`src/rtl/db2_2_calc.sv`:
```
// db2_2_calc: accumulates delta2_2 over a mini-batch, scales by 2^-LR_SHIFT, negates,
// saturates to Q6.10 and strobes the result into the bias-2 register for one cycle.
module db2_2_calc #(
    parameter int BATCH    = 4,
    parameter int LR_SHIFT = 3,
    parameter int ACC_W    = 24
) (
    input  logic               clk,
    input  logic               reset,
    input  logic               start,
    input  logic signed [15:0] delta2_2,
    input  logic               delta_valid,
    output logic [15:0]        db2_2,
    output logic               select_update,
    output logic               busy,
    output logic [7:0]         count
);
    typedef enum logic [1:0] {IDLE, ACCUM, SCALE, OUT} state_t;
    localparam logic [7:0] LAST = 8'(BATCH - 1);
    localparam logic signed [ACC_W-1:0] MAXV = ACC_W'(32767);
    localparam logic signed [ACC_W-1:0] MINV = -ACC_W'(32768);
    state_t state_q, state_d;
    logic signed [ACC_W-1:0] acc_q, acc_d, q, n;
    logic [7:0] count_q, count_d;
    logic [15:0] db_q, db_d;
    assign q = acc_q >>> LR_SHIFT;
    assign n = -q;
    always_comb begin
        state_d = state_q;
        acc_d   = acc_q;
        count_d = count_q;
        db_d    = db_q;
        case (state_q)
            IDLE: if (start) begin
                state_d = ACCUM;
                acc_d   = '0;
                count_d = '0;
            end
            ACCUM: if (delta_valid) begin
                acc_d   = acc_q + ACC_W'(delta2_2);
                count_d = count_q + 8'd1;
                state_d = (count_q == LAST) ? SCALE : ACCUM;
            end
            SCALE: begin
                db_d    = (n > MAXV) ? 16'h7fff : (n < MINV) ? 16'h8000 : n[15:0];
                state_d = OUT;
            end
            OUT: begin
                db_d    = '0;
                state_d = IDLE;
            end
            default: state_d = IDLE;
        endcase
    end
    always_ff @(posedge clk or posedge reset) begin
        if (reset) begin
            state_q <= IDLE;
            acc_q   <= '0;
            count_q <= '0;
            db_q    <= '0;
        end else begin
            state_q <= state_d;
            acc_q   <= acc_d;
            count_q <= count_d;
            db_q    <= db_d;
        end
    end
    assign db2_2         = db_q;
    assign select_update = (state_q == OUT);
    assign busy          = (state_q != IDLE);
    assign count         = count_q;
endmodule

```
`config.mk`:
```
export PLATFORM = sky130hd
export DESIGN_NAME = db2_2_calc
export DESIGN_NICKNAME = d
export VERILOG_FILES = /design/src/rtl/db2_2_calc.sv
export SDC_FILE = /design/constraint.sdc
export NUM_CORES = 1
export LEC_CHECK = 0
export ABC_AREA = 1
export BUFFER_PORTS_ARGS = -buffer_cell sky130_fd_sc_hd__buf_4
export CAP_MARGIN = 40
export CORE_MARGIN = 4
export CORE_UTILIZATION = 45
export CTS_BUF_LIST = sky130_fd_sc_hd__clkbuf_4 sky130_fd_sc_hd__clkbuf_8
export CTS_CLUSTER_DIAMETER = 120
export DETAILED_ROUTE_END_ITERATION = 10
export GPL_ROUTABILITY_DRIVEN = 0
export PLACE_DENSITY = 0.66
export SYNTH_ARGS = -nofsm -noshare
export SYNTH_HDL_FRONTEND = slang
export SYNTH_SLANG_ARGS = --single-unit
```
`constraint.sdc`:
```
create_clock -name clk -period 4.1 [get_ports clk]
set_input_delay 0.205 -clock clk [delete_from_list [all_inputs] [get_ports clk]]
set_output_delay 0.205 -clock clk [all_outputs]
set_load 0.005 [all_outputs]
```
Yosys cells after proc, flatten, opt, wreduce, memory -nomap -nowiden
Cells that the tools add are included.

Register bits: 50. Input port bits: 20. Logic and storage cells: 34.

$add $sub $neg: 3. Order comparisons: 2. Equality and inequality tests: 6. Mux-type cells: 13. Reductions and logical operators: 6.

Operator list (number): 2-to-1 mux 24 bit (2); case mux 24 bit (2 select lines) (1); 2-to-1 mux 16 bit (2); case mux 16 bit (2 select lines) (1); adder 24 x 16 -> 24 bit (1); > comparator 24 x 16 -> 1 bit (second input constant) (1); < comparator 24 x 16 -> 1 bit (second input constant) (1); negation 21 -> 24 bit (1); 2-to-1 mux 8 bit (2); case mux 8 bit (2 select lines) (1); adder 8 x 1 -> 8 bit (second input constant) (1); equality test 8 x 2 -> 1 bit (second input constant) (1); case mux 2 bit (4 select lines) (1); 2-to-1 mux 2 bit (3); nonzero test 2 bit (3); equality test 2 bit (second input constant) (2); inequality test 2 bit (second input constant) (2); AND reduction 3 bit (1); equality test 2 x 1 -> 1 bit (second input constant) (1); zero test 2 bit (1); AND reduction 2 bit (1).

Depth between registers and ports, before layout
Depth after elaboration: 5. Mapped depth: 16. Gate-level depth less buffers: 15.

Least setup slack after synthesis
OpenSTA, ideal clock, no wires.

Path type: register to register. Start point: register acc_q[0]. End point: register acc_q[16]. Library setup time: 83 ps. Arrival time: 1812 ps. Required time: 4017 ps. Slack: 2205 ps. Cell stages (with the launch flop): 16. Buffers on the path: 0. Period minus slack after synthesis: 1895 ps. Cells stage by stage: dfrtp_1 > ha_1 > fa_1 > nand2_1 > nand2_1 > o21ai_0 > inv_1 > nand2_1 > nand2_1 > nand2_1 > nand2_1 > nand3_1 > nand2_1 > nand2_1 > nand2_1 > o21ai_0.

Cells in the longest elaborated chain, start to end: 3.

RTL lines: start, declared (RTL line 23) `logic signed [ACC_W-1:0] acc_q, acc_d, q, n;`; start signal, assigned (RTL line 58) `acc_q <= '0;`; start signal, assigned (RTL line 63) `acc_q <= acc_d;`; adder 24 x 16 -> 24 bit (RTL line 40) `acc_d = acc_q + ACC_W'(delta2_2);`; 2-to-1 mux 24 bit (RTL line 39) `ACCUM: if (delta_valid) begin`; case mux 24 bit (2 select lines) (RTL line 33) `case (state_q)`.

Every way passes these cells. The select of a mux whose other input is x is not followed. A chain may end at the register's enable or synchronous reset.

==> flow_metrics.env <==
export IMPL_outcome="complete, no violations"
export IMPL_fp_row_count=34
export IMPL_seqCellArea_um2=1251
export IMPL_cap_violations=0
export IMPL_die_w_um=102.5
export IMPL_fin_nets=695
export IMPL_dp_final_hpwl_um=8773
export IMPL_pwr_share_comb_pct=61.2
export IMPL_highest_clock_rate_mhz=386.3
export IMPL_critical_path_cell_chain="inv_2 -> nand2_1 -> nor2_4 -> nor2_2 -> inv_2 -> nand2_1 -> nor2_2 -> nand2_1 -> nor2_2 -> a21oi_1 -> nor3_1"
export IMPL_total_negative_setup_slacks_ns=0
export IMPL_net_switching_power_mw=1.713
export IMPL_clkPwrFrac_pct=10.1
export IMPL_finalSetupViolCount=0
export IMPL_ant_nets=0
export IMPL_timing_max_transition_violations_final=0
export IMPL_fin_crit_sh_pct=63.14
export IMPL_multiInputGateArea_um2=2444
export IMPL_fin_cells=758
export IMPL_grt_first_pass_wirelength_um=18130
export IMPL_cts_max_level=2
export IMPL_endpoint_kind="flop"
export IMPL_diodes=0
export IMPL_fp_dieArea_um2=10510
export IMPL_cts_root_to_sink_buffers=2
export IMPL_worst_path_max_fanout=23
export IMPL_internal_power_mw=1.648
export IMPL_drive_gt1_share_pct=12.92
export IMPL_grt_start_max_net_pins=29
export IMPL_timing_final_hold_violations=0
export IMPL_number_of_placed_instances_taps_included=749
export IMPL_yosys_warnings=0
export IMPL_peakVddDrop_mv=0.3728
export IMPL_number_of_sinks_driven_by_the_clock_tree=50
export IMPL_rsz_0062_raised_after_global_routing="false"
export IMPL_remaining_drc_errors=0
export IMPL_route_vias_total=4049
export IMPL_synth_lib_cells_used_distinct=37
export IMPL_io_pins=46
export IMPL_grt_overflow_total=0
export IMPL_timing_critical_path_required_ns=4.32
export IMPL_criticalPathCategory="flop to flop"
export IMPL_postSynthRegisterBits=50
export IMPL_globalRouteTotalUtil_pct=21.56
export IMPL_hold_path_startpoint="delta_valid"
export IMPL_syn_instance_count=604
export IMPL_worstSkewPairLatency_ns=0.32
export IMPL_cts_resized_gates=0
export IMPL_detail_routed_net_length_per_standard_cell_um=14.43
export IMPL_p_sw_share_pct=50.96
export IMPL_hp_class="input port to flop"
export IMPL_worst_path_dominant_cell_family="simple AND/OR/NAND/NOR gates"
export IMPL_tightest_slew_ns=0.8028
export IMPL_ys_top_cells_by_area="sky130_fd_sc_hd__dfrtp_1 (31%), sky130_fd_sc_hd__nand2_1 (18%), sky130_fd_sc_hd__ha_1 (7.8%)"
export IMPL_tritoncts="built"
export IMPL_skew_ns=0.004026
export IMPL_path_clk_slew_ns=0.09
export IMPL_final_worst_path_setup_slack_ns=1.511
export IMPL_core_region_area_um2=8721
export IMPL_min_period_ns=2.589
export IMPL_ys_seq_area_share_pct=31.13
export IMPL_vias_per_cell=5.342
export IMPL_worstSetupStartpointType="flop"
export IMPL_max_slew_margin_pct=46.28
export IMPL_leakagePower_nw=2.398
export IMPL_detail_route_first_pass_iterations=5
export IMPL_power_frac_seq_pct=28.7
export IMPL_grt_antenna_before_repair=0
export IMPL_post_synthesis_average_cell_area_um2=6.654
export IMPL_filler_cell_count=910
export IMPL_drt_total_wl_um=10940
export IMPL_critPathBufInv=2
export IMPL_areaGrowthSynthToFinish_pct=14.01
export IMPL_post_cts_buffers=0
export IMPL_initial_utilization_pct=46.08
export IMPL_port_buffer_cells=45
export IMPL_height_of_the_chip_um=102.5
export IMPL_detailedPlace_worstSlack_ns=1.555
export IMPL_drt_iter0_markers=204
export IMPL_number_of_global_route_vias_before_repair=3877
export IMPL_mappedNetlistNets=650
export IMPL_cp_slowest_cell="sky130_fd_sc_hd__dfrtp_1"
export IMPL_cts_buffers=5
export IMPL_root_buffer="sky130_fd_sc_hd__clkbuf_8"
export IMPL_crit_path_max_incr_delay_ns=0.39
export IMPL_mappedNetlistArea_um2=4019
export IMPL_synth_top_cell_area_share_pct=31.13
export IMPL_cellPowerDensity_nw_per_um2=733.6
export IMPL_synth_area_leader_cell="sky130_fd_sc_hd__dfrtp_1"
export IMPL_crit_arrival_ns=2.81
## stage by stage
stage               cell area, µm²  util [%]  hold slack (ns)  power (mW)
finish                        4582     52.54          0.09962       3.361
detailed placement            4462     51.16           0.2671       3.011
floorplan                     4019         -           0.3156       2.400
global route                  4582     52.54          0.09498       3.728
global placement              4442     50.93           0.4251       2.975
CTS                           4582     52.54          0.09098       3.364
## cell usage after synthesis, drive strengths merged
cell type and number:
a211oi 1, nand2 204, o21a 1, xnor2 1, or2 1, a22o 3, nor4 3, buf 3
dfrtp 50, o22ai 7, a21boi 1, fa 1, o21ai 38, nor2 77, inv 73, nand3 24
clkbuf 6, nor3b 2, nor3 10, nand4 10, and3 1, ha 25, o31ai 3, and2 3
a21o 1, a21oi 34, xor2 12, o21bai 6, a31oi 3
## what timing repair did
item                                    in CTS  in global routing
hold buffers                                 1                  0
endpoints found under the setup margin       0                  0
hold endpoints to repair                    22                  0
## power groups by stage
stage	Sequential (mW)	Combinational, mW	Clock (mW)
finish	0.964	2.06	0.341
global route	0.999	2.37	0.364
CTS	0.964	2.05	0.350
detailed placement	0.974	2.04	0
global placement	0.967	2.01	0
floorplan	0.899	1.50	0
## per-layer routing
layer | vias up | share of wire [%] | global-route usage, %
met3 | 13 | 5.1 | 3.045
met5 | - | 0 | 0
met2 | 105 | 47 | 35.40
li1 | 2047 | - | -
met4 | 0 | 1.1 | 5.752
met1 | 1884 | 47 | 29.84
## registers in the layout, indices dropped and copies added (netlist names), named ones only
signal and count:
db2_2 16, state_q 1, count 8, acc_q 24
## kinds of logic after synthesis
logic type / share of synthesized area [%]
DFF: 31.13
adders and majority gates: 8.281
xor gates and xnor gates: 2.833
AOI/OAI and AO/OA: 13.61
buffers and inverters: 8.063
and+or+nand+nor: 36.08
## cell type report
| cell class | instances | area share, % |
|---|---|---|
| Timing Repair Buffer | 47 | 8.028 |
| Sequential cell | 50 | 27.31 |
| Multi-Input combinational cell | 472 | 53.33 |
| Tap cell | 108 | 2.949 |
| Clock buffer | 8 | 2.403 |
| Inverter | 73 | 5.980 |
## placed cells by master (no fill, tap or decap), drive strengths merged, types with 6 or more instances in the layout
master | netlist | routed
o21ai | 38 | 38
clkbuf | 6 | 8
o21bai | 6 | 6
nor3 | 10 | 10
xor2 | 12 | 12
ha | 25 | 25
a21oi | 34 | 34
nand3 | 24 | 24
nor2 | 77 | 77
dfrtp | 50 | 50
nand2 | 204 | 204
buf | 3 | 46
nand4 | 10 | 10
o22ai | 7 | 7
inv | 73 | 73
## final timing paths
check / endpoint / slack [ns] / depth (start not counted)
max: count[6]$_DFFE_PP0P_ / 1.51 / 11
min: state_q[0]$_DFFE_PP0P_ / 0.1 / 2
max reg2reg: count[6]$_DFFE_PP0P_ / 1.51 / 11
min reg2reg: db2_2[14]$_DFFE_PP0P_ / 0.49 / 2
max in group asynchronous: count[3]$_DFFE_PP0P_ / 3.11 / 4
min in group asynchronous: db2_2[0]$_DFFE_PP0P_ / 0.47 / 3
## worst reg2reg max path, delay by kind of cell, from the launching register on
| kind | cells | cell delay, ns |
|---|---|---|
| AND/OR/NAND/NOR | 8 | 1.46 |
| AO/OA/AOI/OAI | 1 | 0.07 |
| flip-flops | 1 | 0.39 |
| buffers and inverters | 2 | 0.57 |
Note: power is estimated with default switching activity, not from simulation.
